==> src/rtl/alu_acc_pkg.sv <==
// Shared encodings for the sequential accumulator ALU: operation select
// codes and the controller state type.
package alu_acc_pkg;

    localparam logic [2:0] FN_HOLD = 3'b000;
    localparam logic [2:0] FN_MUL  = 3'b001;
    localparam logic [2:0] FN_SHL  = 3'b010;
    localparam logic [2:0] FN_AND  = 3'b011;
    localparam logic [2:0] FN_OR   = 3'b100;
    localparam logic [2:0] FN_LOAD = 3'b101;
    localparam logic [2:0] FN_ADD  = 3'b110;
    localparam logic [2:0] FN_SUB  = 3'b111;

    typedef enum logic {
        ST_IDLE = 1'b0,
        ST_MUL  = 1'b1
    } state_t;

endpackage

==> src/rtl/shift_add_mul.sv <==
// Iterative shift-add multiplier. Operands are latched on start; one
// partial-product step runs per clock for OP_W clocks. done/product are
// combinational and valid during the final step so the owner can write the
// result on the same edge the last iteration completes.
module shift_add_mul #(
    parameter int OP_W = 4
) (
    input  logic              Clock,
    input  logic              Resetn,
    input  logic              start,
    input  logic [OP_W-1:0]   multiplier,
    input  logic [OP_W-1:0]   multiplicand,
    output logic              done,
    output logic [2*OP_W-1:0] product
);

    localparam int CW = $clog2(OP_W) + 1;

    logic              active;
    logic [CW-1:0]     cnt;
    logic [OP_W-1:0]   mplier;
    logic [2*OP_W-1:0] mcand;
    logic [2*OP_W-1:0] partial;
    logic [2*OP_W-1:0] next_partial;

    // Partial product after the current iteration's conditional add.
    always_comb begin
        next_partial = partial + (mplier[0] ? mcand : '0);
    end

    assign product = next_partial;
    assign done    = active && (cnt == CW'(OP_W - 1));

    // Operand latch at start, then one shift-add step per clock.
    always_ff @(posedge Clock) begin
        if (!Resetn) begin
            active  <= 1'b0;
            cnt     <= '0;
            mplier  <= '0;
            mcand   <= '0;
            partial <= '0;
        end else if (start) begin
            active  <= 1'b1;
            cnt     <= '0;
            mplier  <= multiplier;
            mcand   <= (2*OP_W)'(multiplicand);
            partial <= '0;
        end else if (active) begin
            partial <= next_partial;
            mplier  <= mplier >> 1;
            mcand   <= mcand << 1;
            cnt     <= cnt + CW'(1);
            if (cnt == CW'(OP_W - 1))
                active <= 1'b0;
        end
    end

endmodule

==> src/rtl/seq_alu_acc.sv <==
// Accumulator ALU with registered Carry/Zero flags. Single-cycle operations
// complete in IDLE; MUL hands off to the shift-add multiplier and the result
// is written to Acc on the multiplier's final iteration.
module seq_alu_acc
    import alu_acc_pkg::*;
#(
    parameter int DATA_W = 8,
    parameter int OP_W   = 4
) (
    input  logic              Clock,
    input  logic              Resetn,
    input  logic              Start,
    input  logic [2:0]        Func,
    input  logic [OP_W-1:0]   A,
    output logic              Busy,
    output logic              Done,
    output logic [DATA_W-1:0] Acc,
    output logic              Carry,
    output logic              Zero
);

    // Wide enough for either the full product or the accumulator.
    localparam int EW = (DATA_W > 2*OP_W) ? DATA_W : 2*OP_W;

    state_t            state;
    logic              mul_start;
    logic              mul_done;
    logic [2*OP_W-1:0] mul_product;
    logic [EW-1:0]     prod_ext;
    logic [DATA_W-1:0] prod_fit;

    logic [DATA_W-1:0] ae;
    logic [DATA_W:0]   sum;
    logic [DATA_W:0]   diff;
    logic [DATA_W-1:0] nxt_acc;
    logic              nxt_carry;

    assign mul_start = (state == ST_IDLE) && Start && (Func == FN_MUL);
    assign Busy      = (state == ST_MUL);
    assign prod_ext  = EW'(mul_product);
    assign prod_fit  = prod_ext[DATA_W-1:0];

    shift_add_mul #(
        .OP_W(OP_W)
    ) u_mul (
        .Clock       (Clock),
        .Resetn      (Resetn),
        .start       (mul_start),
        .multiplier  (A),
        .multiplicand(Acc[OP_W-1:0]),
        .done        (mul_done),
        .product     (mul_product)
    );

    // Single-cycle datapath: next accumulator and carry for the selected op.
    always_comb begin
        ae        = DATA_W'(A);
        sum       = {1'b0, Acc} + {1'b0, ae};
        diff      = {1'b0, Acc} - {1'b0, ae};
        nxt_acc   = Acc;
        nxt_carry = 1'b0;
        case (Func)
            FN_SHL:  nxt_acc = (32'(A) >= DATA_W) ? '0 : (Acc << A);
            FN_AND:  nxt_acc = Acc & ae;
            FN_OR:   nxt_acc = Acc | ae;
            FN_LOAD: nxt_acc = ae;
            FN_ADD: begin
                nxt_acc   = sum[DATA_W-1:0];
                nxt_carry = sum[DATA_W];
            end
            FN_SUB: begin
                nxt_acc   = diff[DATA_W-1:0];
                nxt_carry = diff[DATA_W];
            end
            default: nxt_acc = Acc;
        endcase
    end

    // Controller plus Acc/flag/Done registers.
    always_ff @(posedge Clock) begin
        if (!Resetn) begin
            state <= ST_IDLE;
            Acc   <= '0;
            Carry <= 1'b0;
            Zero  <= 1'b1;
            Done  <= 1'b0;
        end else begin
            Done <= 1'b0;
            case (state)
                ST_IDLE: begin
                    if (Start) begin
                        if (Func == FN_MUL) begin
                            state <= ST_MUL;
                        end else begin
                            Acc   <= nxt_acc;
                            Carry <= nxt_carry;
                            Zero  <= (nxt_acc == '0);
                            Done  <= 1'b1;
                        end
                    end
                end
                ST_MUL: begin
                    if (mul_done) begin
                        Acc   <= prod_fit;
                        Carry <= 1'b0;
                        Zero  <= (prod_fit == '0);
                        Done  <= 1'b1;
                        state <= ST_IDLE;
                    end
                end
            endcase
        end
    end

endmodule

==> config.mk <==
export PLATFORM = sky130hd
export DESIGN_NAME = seq_alu_acc
export DESIGN_NICKNAME = d
export VERILOG_FILES = /design/src/rtl/alu_acc_pkg.sv /design/src/rtl/shift_add_mul.sv /design/src/rtl/seq_alu_acc.sv
export SDC_FILE = /design/constraint.sdc
export NUM_CORES = 1
export LEC_CHECK = 0
export ABC_AREA = 1
export BUFFER_PORTS_ARGS = -buffer_cell sky130_fd_sc_hd__buf_2
export CORE_ASPECT_RATIO = 0.6
export CORE_MARGIN = 2
export CORE_UTILIZATION = 25
export CTS_BUF_LIST = sky130_fd_sc_hd__clkbuf_8 sky130_fd_sc_hd__clkbuf_16
export CTS_CLUSTER_DIAMETER = 60
export DETAILED_ROUTE_END_ITERATION = 10
export SLEW_MARGIN = 20
export SYNTH_ARGS = -nofsm -noshare
export SYNTH_HDL_FRONTEND = slang
export SYNTH_SLANG_ARGS = --single-unit
==> constraint.sdc <==
create_clock -name Clock -period 3.93 [get_ports Clock]
set_input_delay 0.1965 -clock Clock [delete_from_list [all_inputs] [get_ports Clock]]
set_output_delay 0.1965 -clock Clock [all_outputs]
set_load 0.05 [all_outputs]
==> metrics.md, run 1 <==
| Metric | Value |
|---|---|
| Worst path required time | between 4 and 5 ns |
| Row count | 31 |
| Max rail drop VDD | 159 uV |
| Post-route ant nets | 0 |
| Fin. max-slew vios | 0 |
| Sw Share | 33.2% |
| TritonCTS clock tree | built |
| Remaining DRCs | 0 |
| # IOs | 22 |
| DP Worst Slack | 1.57 ns |
| Part of the power in registers | 35.7% |
| Vias | roughly 3,200 |
| Chip width | 147 microns |
| GRT overflow | 0 |
| Crit path max-delay family | simple AND/OR/NAND/NOR gates |
| Power Internal | 0.756 mW |
| Initial Utilization | 25.5% |
| R2R Path Start | Acc[0]$_SDFFE_PN0P_ |
| Worst hold path startpoint | Resetn |
| P_sw | 0.375 mW |
| Area growth, synth to finish | 12.5% |
| Root buffer cell | clkbuf_16 |
| Initial antenna violation count | 0 |
| Crit path launch | Acc[0]$_SDFFE_PN0P_ |
| Post-CTS sizing | 0 |
| Status | completed |
| DRT Pass-1 Iters | 5 |
| Detailed placer's ending HPWL | 7.40 mm |
| Worst path buffer plus inverter count | 1 |
| Power Total | 1.13 mW |
| Mapped Area | 3050 sq um |
| Clock transition at the registers of the reported paths | 0.06 ns |
| Most frequent cells in the layout | nand2_1 (155), nand3_1 (57), inv_1 (53) |
| CP max-delay cell | dfxtp_1 |
| Leak | 1.60 nW |
| RSZ-0062 raised after global routing | false |
| Setup violators final | 0 |
| Slew margin rel. | a little over two fifths |
| Worst Setup Start Kind | register |
| CTS H-tree lvls | 2 |
| Via density | 4.77 |
| Worst path arrival time | around 2.6 ns |
| Placer Congestion | 0.915 |
| Syn Area/Cell | 6.22 sq um |
| Crit end category | register |
| Crit Path Category | reg -> reg |
| Maximum fanout along the worst path | 7 |
| Core area | ~12,000 sq um |
| Post-cts hold buffer count | 0 |
| Crit-path max cell delay | 0.50 ns |
| Final WL | 9.41 mm |
| Pin slew with the least headroom to its limit | between 0.8 and 0.9 ns |
| Setup WS post-layout | 1.49 ns |
| Yosys Warn Count | 0 |
| Sequential cell area fraction in the yosys report | 23.6% |
| Cell count after synthesis | 491 |
| Combinational fraction of design power | a little under a quarter |
| Worst-Skew Late Latency | 0.29 ns |
| FF-to-FF setup slack | 1.49 ns |
| Max-Cap Viols | 0 |
| Hold/Removal Path Class | in -> reg |
| 1st-iter DRT viols | about 300 |
| Cell area after placement | 3270 sq um |
| Largest net degree at the start of global routing | 29 |
| Post-synthesis cell type count | 35 |
| CTS Buffer Depth | 2 |
| Final Cell Area | 3440 sq um |
| Synthesized flop and latch total | 36 |
| Most frequent CP cell | nand2_1 |
| Cells along the critical path | inv_1 -> ha_1 -> fa_1 -> nand3b_1 -> nand2_1 -> o21ai_1 -> nand3_1 -> nand2_1 -> nand2_1 -> nor2_1 -> nand3_1 -> nand2_1 -> nand2_1 -> nand2_1 |
| Clock share of power | about 40% |
| Fin. Hold Viols | 0 |
| Share of layout cells above drive strength 1 | 9.74% |
| Min cycle time layout | around 2.4 ns |
| First-pass GRT wire length | 15.4 mm |
| Setup bufs post-CTS | 0 |
| Gr usage total | around 15% |
| CTS buffer count | 5 |
| Post-layout nets | 537 |
| Port buffer count | 21 |
| Power Dens Cells | about 330 nW/um^2 |
| Die Area | 13,100 sq um |
| Final clock skew | between 0.007 and 0.008 ns |
| Vias in the first global route | 2,879 |
| WL/cell | about 14 microns |
| Clock sink count | 36 |
| Commonest non-fill, non-tap cell in the layout | nand2_1 |
| Fmax | roughly 410 MHz |
| Total Neg Setup Slack | 0 ns |
| Ant diodes | 0 |
| Syn_nets | 526 |
| Die Span Y | between 80 and 90 microns |
| Tcrit/Tclk final | roughly 62% |
final cells by class:
class	count	area, sq um
clock inverter	3	42.5
tap	165	206
inverter	59	221
timing repair buffer	22	113
fill	1325	8550
sequential	36	721
multi-input combinational	378	2010
clock buffer	5	125
power groups by stage:
stage	Sequential, mW	Combinational, mW	Clock, mW
after global placement	0.410	0.265	0
after CTS	0.403	0.267	0.466
after floorplan	0.430	0.177	0
final	0.404	0.272	0.455
after detailed placement	0.411	0.266	0
after global routing	0.407	0.302	0.480
path summary, 6_finish.rpt:
path / end / depth (start not counted)
setup / recovery: Zero$_SDFFE_PN1P_ / 14
hold / removal: Acc[1]$_SDFFE_PN0P_ / 3
setup reg to reg: Zero$_SDFFE_PN1P_ / 14
hold reg to reg: u_mul.mcand[7]$_SDFFE_PP0P_ / 2
Yosys cell counts:
cell type,number,area (sq um)
nand2_1,155,582
nand3_1,57,285
inv_1,53,199
dfxtp_1,36,721
nor2_1,36,135
a21oi_1,28,140
ha_1,22,275
o21ai_0,16,80.1
a31oi_1,9,56.3
buf_2,8,40.0
o211ai_1,8,60.1
nand4_1,6,37.5
clkbuf_1,5,18.8
inv_2,5,18.8
xor2_1,5,43.8
nor2_4,4,45.0
o21ai_1,4,20.0
buf_4,3,22.5
fa_1,3,60.1
nand2_2,3,18.8
nand3b_1,3,22.5
or2_2,3,18.8
xnor2_1,3,26.3
a221oi_1,2,17.5
buf_6,2,22.5
nor2_2,2,12.5
nor3_1,2,10.0
a21boi_0,1,7.51
and2_1,1,6.26
clkinv_1,1,3.75
nor3_2,1,10.0
nor3_4,1,16.3
nor4_1,1,6.26
o21a_1,1,7.51
o22ai_1,1,6.26
routing by layer:
layer / up-vias / wire, microns / track usage (%)
li1: 1616 / - / -
met1: 1419 / 5010 / 23.5
met2: 145 / 3270 / 18.7
met3: 6 / 1050 / 5.30
met4: 0 / 83 / 3.88
met5: - / 0 / 0
sequential cells by signal (all words and copies together), names as in the netlist:
register and count:
Acc 8, Busy 1, Carry 1, Done 1, Zero 1, u_mul.active 1
u_mul.cnt 3, u_mul.mcand 8, u_mul.mplier 4, u_mul.partial 8
cells by family after synthesis:
family / after synthesis / share of synthesized area [%]
AND/OR/NAND/NOR: 275 / 39.5
XOR/XNOR: 8 / 2.30
flip-flops: 36 / 23.6
buffers and inverters: 77 / 10.7
adder cells (fa/ha/maj): 25 / 11.0
AO/OA/AOI/OAI: 70 / 13.0
stage by stage:
stage	instances	util, %	hold slack (ns)
2_1_floorplan	491	-	0.335
3_5_place_dp	660	27.3	0.457
3_3_place_gp	660	27.3	0.451
4_1_cts	668	28.7	0.204
5_1_grt	668	28.7	0.226
6_report	668	28.7	0.213
tightest hold or removal path: stages:
cell	delay (ns)
buf_2	0.14
o21ai_0	0.08
a21oi_1	0.04
Note: power is estimated with default switching activity, not from simulation.
==> run 2: changes to the inputs <==
ABC_AREA = 0   (was 1)
clock period = 2 ns   (was 3.93 ns; I/O delays follow)
==> run 2 against run 1 <==
  * The flow now finishes with violations (negative setup slack)
  * Count of clock-buffer cells in the layout grew 2
  * Register-to-register slack got worse by 2.0 ns
  * Global-route usage increased by 1.8 points
  * Fmax decreased by 4.3%
  * Non-clock buffer count grew 114
==> metrics.md, run 2 <==
| Metric | Value |
|---|---|
| Sw Share | between 30% and 40% |
| Sequential cell area fraction in the yosys report | a little under a quarter |
| Setup violators final | 10 |
| Fraction of registers with async set/reset | 0% |
| Vias in the first global route | 3,268 |
| Cell count after synthesis | 386 |
| Post-synthesis cell type count | 68 |
| P_sw | between 0.7 and 0.8 mW |
| Area growth, synth to finish | 54.6% |
| DRT Pass-1 Iters | 4 |
| Placer Congestion | 0.896 |
| Power Total | 2.46 mW |
| Worst path arrival time | around 2.7 ns |
| # IOs | 22 |
| Final design utilization | 39.4% |
| CTS buffer count | 5 |
| Clock share of power | between 30 and 40% |
| Detailed placer's ending HPWL | 8.34 mm |
| Worst r2r dst | Zero$_SDFFE_PN1P_ |
| WL/cell | 16.1 microns |
| Hold WS | 0.206 ns |
| Syn Area/Cell | 7.91 sq um |
| Largest registers | Acc (8), u_mul.mcand (8), u_mul.partial (8) |
| Worst path required time | 2.19 ns |
| First-pass GRT wire length | 17.4 mm |
| RSZ-0062 raised after global routing | true |
| Setup WS post-layout | -0.553 ns |
| GRT overflow | 0 |
| Die Span Y | 89.6 microns |
| Filler instances | 1,206 |
| Initial Utilization | 25.5% |
| Share of layout cells above drive strength 1 | 44.4% |
| Most frequent cells in the layout | buf_4 (104), nand2_1 (39), nor2_1 (36) |
| Chip width | between 100 and 150 microns |
| Post-synth EDFFs | 0 |
| CTS Buffer Depth | 2 |
| Ant diodes | 0 |
| Clock transition at the registers of the reported paths | 0.06 ns |
| FF-to-FF setup slack | -0.55 ns |
| Crit end category | register |
| Max-Cap Viols | 0 |
| Fin. max-slew vios | 0 |
| Min cycle time layout | 2.55 ns |
| Leak | between 2 and 2.5 nW |
| CTS H-tree lvls | 2 |
| Hold/Removal Path Class | in -> reg |
| Worst setup endpoint | Zero$_SDFFE_PN1P_ |
| WP depth | 9 |
| Pin slew with the least headroom to its limit | 0.688 ns |
| Port buffer count | 21 |
| Worst-Skew Late Latency | 0.29 ns |
| Slew margin rel. | 53.7% |
| Die Area | 13,100 sq um |
| Final clock skew | 0.00443 ns |
| Crit path launch | Acc[0]$_SDFFE_PN0P_ |
| Synthesized flop and latch total | 36 |
| Largest net degree at the start of global routing | 24 |
| Max rail drop VDD | 325 uV |
| Syn_nets | 421 |
| Yosys Warn Count | 0 |
| Post-route ant nets | 0 |
| Maximum fanout along the worst path | 3 |
| TritonCTS clock tree | built |
| CP max-delay cell | or4_1 |
| Commonest non-fill, non-tap cell in the layout | buf_4 |
| Failing checks | negative setup slack |
| Main synth FF type | dfxtp_1 |
| Remaining DRCs | 0 |
| Root buffer cell | clkbuf_16 |
| R2R depth | 9 |
| Worst Setup Start Kind | register |
| Combinational fraction of design power | between 30% and 40% |
| Part of the power in registers | 31.2% |
| Core area | between 10,000 and 15,000 sq um |
| 1st-iter DRT viols | 193 |
| Post-layout nets | 541 |
| Cells along the critical path | inv_4 -> ha_4 -> fa_2 -> nor3_4 -> or3_4 -> nor3_2 -> or4_1 -> a221o_1 -> o41ai_2 |
| Fmax | 392 MHz |
| Tcrit/Tclk final | 128% |
| Gr usage total | 16.9% |
| Most frequent cells after synthesis | nor2_1 (41), nand2_1 (40), dfxtp_1 (36) |
| Vias | 3,352 |
| Via density | 4.99 |
| Crit Path Category | reg -> reg |
| Top post-synthesis cells by area | dfxtp_1 (24%), ha_1 (9.0%), mux2i_1 (6.6%), nor2_1 (5.0%), nand2_1 (4.9%) |
| Power Internal | 1.67 mW |
| Area share of the leading cell type in the synthesized netlist | 23.6% |
| Crit path max-delay family | simple AND/OR/NAND/NOR gates |
| Crit-path max cell delay | 0.46 ns |
| Final WL | roughly 11 mm |
| Fin. Hold Viols | 0 |
| Worst path buffer plus inverter count | 1 |
| Status | finished, violations left |
| Power Dens Cells | around 520 nW/um^2 |
| Mapped Area | between 3000 and 4000 sq um |
| Clock sink count | 36 |
| Dominant cell by count in the synthesized netlist | nor2_1 |
| Initial antenna violation count | 0 |
| R2R Path Start | Acc[0]$_SDFFE_PN0P_ |
| Synth area leader | dfxtp_1 |
| Row count | 31 |
[run 2: cell count changes after synthesis, sizes merged, moves of 6 or more]
cell / delta
nand2b: +7
nand3: -45
or3: +6
nor2b: +6
o211a: +9
a31oi: -8
a211oi: +9
mux2i: +21
inv: -37
a21oi: -9
and2: +11
nand2: -117
[run 2: worst min path at each step]
stage | from | slack [ns] | cells after the start | endpoint
CTS | A[1] | 0.21 | 3 | u_mul.mplier[1]$_SDFFE_PN0P_
finish | A[1] | 0.21 | 3 | u_mul.mplier[1]$_SDFFE_PN0P_
global placement | u_mul.partial[6]$_SDFFE_PP0P_ | 0.47 | 2 | u_mul.partial[6]$_SDFFE_PP0P_
global route | A[1] | 0.23 | 3 | u_mul.mplier[1]$_SDFFE_PN0P_
floorplan | Resetn | 0.24 | 1 | Done$_SDFF_PN0_
detailed placement | u_mul.cnt[2]$_SDFFE_PP0P_ | 0.49 | 2 | u_mul.cnt[2]$_SDFFE_PP0P_
[run 2: timing repair]
item                                    in CTS  in global routing
gates resized for setup                     50                 20
buffers inserted                            10                  4
hold buffers                                 0                  0
pin swaps                                   19                 16
endpoints found under the setup margin      12                 12
gates cloned                                 0                  0
[run 2: metal layers]
layer  vias up  routed length [microns]  global-route usage [%]
met1      1611                     5640                    25.8
met2       119                     4340                    24.1
li1       1620                        -                       -
met3         2                      818                    4.55
met5         -                        0                       0
met4         0                       11                    1.94
[run 2: layout make-up]
class | count | area, sq um | area share, %
well taps | 165 | 206 | 4.37
multi-input cells | 306 | 2510 | 53.1
flip-flops and latches | 36 | 738 | 15.6
clock inverters | 1 | 3.75 | 0.0795
repair buffers | 136 | 1030 | 21.8
clock buffers | 7 | 153 | 3.23
inverters | 21 | 83.8 | 1.78
[run 2: per-stage QoR]
stage / worst slack, ns / instance area [sq um] / setup TNS (ns) / instances
2_1_floorplan: -0.547 / 3180 / -1.63 / 386
3_3_place_gp: -0.597 / 4160 / -3.42 / 653
3_5_place_dp: -0.655 / 4160 / -3.60 / 653
4_1_cts: -0.559 / 4590 / -2.32 / 669
5_1_grt: -0.642 / 4720 / -3.66 / 672
6_report: -0.553 / 4720 / -2.44 / 672
[run 2: cell families after synthesis]
group	after synthesis	synth area share, %
AO/OA/AOI/OAI	92	22.0
XOR/XNOR	8	2.30
adder cells (fa/ha/maj)	25	11.0
buffers and inverters	44	6.56
flip-flops	36	23.6
multiplexers	26	8.97
AND/OR/NAND/NOR	155	25.5
[run 2: worst min-delay path: stages]
cell and delay [ns]:
buf_2 0.11, buf_12 0.11, o211a_1 0.14
[run 2: power groups by stage]
| stage | registers (mW) | clock network [mW] | logic [mW] |
|---|---|---|---|
| after detailed placement | 0.783 | 0 | 0.738 |
| after global routing | 0.772 | 0.885 | 0.925 |
| after floorplan | 0.850 | 0 | 0.361 |
| after global placement | 0.781 | 0 | 0.731 |
| after CTS | 0.767 | 0.848 | 0.809 |
| final | 0.768 | 0.831 | 0.860 |
==> run 3: changes to the inputs <==
CORE_MARGIN = 3   (was 2)
SKIP_CTS_REPAIR_TIMING = 1   (was not set)
==> run 3 against run 2 <==
  * The flow still finishes with violations (negative setup slack)
  * Non-clock buffer count down 13
  * Design area fell by 4.1%
  * Setup slack got worse by 0.077 ns
  * Clock power down 2.6%
  * Critical path depth stayed put
  * Cell count is 2.7% lower
  * Combinational power decreased by 7.6%
  * Global-route usage decreased by 1.9 points
  * Critical path type unchanged
  * Largest power group is now the clock network
  * Highest routed layer unchanged
==> metrics.md, run 3 (synthesis results as in run 2) <==
| Metric | Value |
|---|---|
| Fin. max-slew vios | 0 |
| Fin. Hold Viols | 0 |
| 1st-iter DRT viols | 257 |
| Hold WS | around 0.24 ns |
| Die Span Y | 91.6 microns |
| Clock sink count | 36 |
| Power Dens Cells | 525 nW/um^2 |
| Power Total | 2.38 mW |
| Final design utilization | 39.0% |
| Worst-Skew Late Latency | 0.29 ns |
| Post-route ant nets | 0 |
| Remaining DRCs | 0 |
| P_sw | about 0.78 mW |
| Max-Cap Viols | 0 |
| Gr usage total | between 15 and 20% |
| # IOs | 22 |
| TritonCTS clock tree | built |
| Worst path arrival time | 2.82 ns |
| CTS Buffer Depth | 2 |
| CTS buffer count | 5 |
| Worst hold path startpoint | A[2] |
| Area growth, synth to finish | 48.3% |
| Crit Path Category | reg -> reg |
| GRT overflow | 0 |
| Failing checks | negative setup slack |
| R2R Path Start | Acc[0]$_SDFFE_PN0P_ |
| Fmax | 380 MHz |
| Power Internal | 1.59 mW |
| Initial Utilization | 26.3% |
| Part of the power in registers | 32.5% |
| Clock share of power | about 34% |
| Slew margin rel. | 61.2% |
| Most frequent cells in the layout | buf_4 (95), nand2_1 (39), nor2_1 (38) |
| Chip width | between 100 and 150 microns |
| Via density | 5.06 |
| Post-layout nets | 528 |
| FF-to-FF setup slack | -0.63 ns |
| Worst path required time | 2.19 ns |
| Filler instances | about 1,200 |
| DRT Pass-1 Iters | 4 |
| Port buffer count | 21 |
| Crit-path max cell delay | 0.50 ns |
| Setup violators final | 10 |
| Leak | between 1.5 and 2 nW |
| Sw Share | approximately 33% |
| Cells along the critical path | inv_4 -> ha_4 -> fa_2 -> nor3_4 -> or3_4 -> nor3_2 -> or4_1 -> a221o_1 -> o41ai_2 |
| Maximum fanout along the worst path | 4 |
| Setup WS post-layout | -0.631 ns |
| Max rail drop VDD | around 270 uV |
| CP max-delay cell | or4_1 |
| Commonest non-fill, non-tap cell in the layout | buf_4 |
| Ant diodes | 0 |
| Core area | about 12,000 sq um |
| Final WL | 10.5 mm |
| Hold depth | 3 |
| Min cycle time layout | 2.63 ns |
| Status | finished, violations left |
| Worst r2r dst | Zero$_SDFFE_PN1P_ |
| Tcrit/Tclk final | 132% |
| WL/cell | 16.1 microns |
| Clock transition at the registers of the reported paths | ~0.060 ns |
| Hold/Removal Path Class | in -> reg |
| Largest net degree at the start of global routing | 24 |
| Vias in the first global route | 3,113 |
| Placer Congestion | 0.984 |
| Root buffer cell | clkbuf_16 |
| Combinational fraction of design power | between 30% and 40% |
| Pin slew with the least headroom to its limit | roughly 0.58 ns |
| R2R depth | 9 |
| CTS H-tree lvls | 2 |
| Hold Path Sink | u_mul.mplier[2]$_SDFFE_PN0P_ |
| RSZ-0062 raised after global routing | true |
| Crit end category | register |
| Die Area | 13,600 sq um |
| Worst Setup Start Kind | register |
| Row count | 30 |
| First-pass GRT wire length | 16.1 mm |
| Detailed placer's ending HPWL | 8.24 mm |
| Share of layout cells above drive strength 1 | 40.7% |
| Initial antenna violation count | 0 |
| Final clock skew | 0.00338 ns |
| Vias | about 3,300 |
| Largest registers | Acc (8), u_mul.mcand (8), u_mul.partial (8) |
==> run 3: per-layer routing <==
layer / GRT usage (%) / vias to the layer above / wire length [microns]
met5: 0 / - / 0
met4: 3.31 / 0 / 122
met3: 4.89 / 13 / 973
met2: 19.6 / 131 / 4070
met1: 23.3 / 1564 / 5330
li1: - / 1602 / -
==> run 3: worst max path at each step <==
stage	start	to	slack, ns	cells past startpoint
after floorplan	Acc[1]$_SDFFE_PN0P_	Zero$_SDFFE_PN1P_	-0.55	9
after CTS	Acc[0]$_SDFFE_PN0P_	Zero$_SDFFE_PN1P_	-0.69	9
after global routing	Acc[0]$_SDFFE_PN0P_	Zero$_SDFFE_PN1P_	-0.73	8
after detailed placement	Acc[1]$_SDFFE_PN0P_	Zero$_SDFFE_PN1P_	-0.66	9
final	Acc[0]$_SDFFE_PN0P_	Zero$_SDFFE_PN1P_	-0.63	9
after global placement	Acc[0]$_SDFFE_PN0P_	Zero$_SDFFE_PN1P_	-0.59	8
==> run 3: cell type report <==
type / instances / area, sq um / share of cell area, %
Multi-Input combinational cell: 306 / 2440 / 54.0
Sequential cell: 36 / 737 / 16.3
Tap cell: 160 / 200 / 4.42
Clock inverter: 2 / 10.0 / 0.221
Clock buffer: 6 / 139 / 3.07
Timing Repair Buffer: 123 / 915 / 20.2
Inverter: 21 / 83.8 / 1.85
==> run 3: power by group through the flow <==
stage               clock, mW  sequential [mW]  combinational (mW)
floorplan                   0            0.850               0.361
global placement            0            0.783               0.722
detailed placement          0            0.785               0.731
CTS                     0.833            0.770               0.733
global route            0.866            0.775               0.852
finish                  0.809            0.772               0.795
==> run 3: through the flow <==
step / setup TNS [ns] / setup slack [ns] / area, sq um / instances
after floorplan: -1.63 / -0.547 / 3180 / 386
after global placement: -3.36 / -0.586 / 4120 / 644
after detailed placement: -3.94 / -0.664 / 4120 / 644
after CTS: -4.22 / -0.687 / 4270 / 652
after global routing: -4.15 / -0.735 / 4530 / 654
final: -2.79 / -0.631 / 4530 / 654
==> run 3: worst max-delay path: cells and delay by family (launching register included) <==
kind | cells | cell delay (ns)
adder cells (fa/ha/maj) | 2 | 0.61
buffers and inverters | 1 | 0.04
flip-flops | 1 | 0.37
AO/OA/AOI/OAI | 2 | 0.64
AND/OR/NAND/NOR | 4 | 0.88
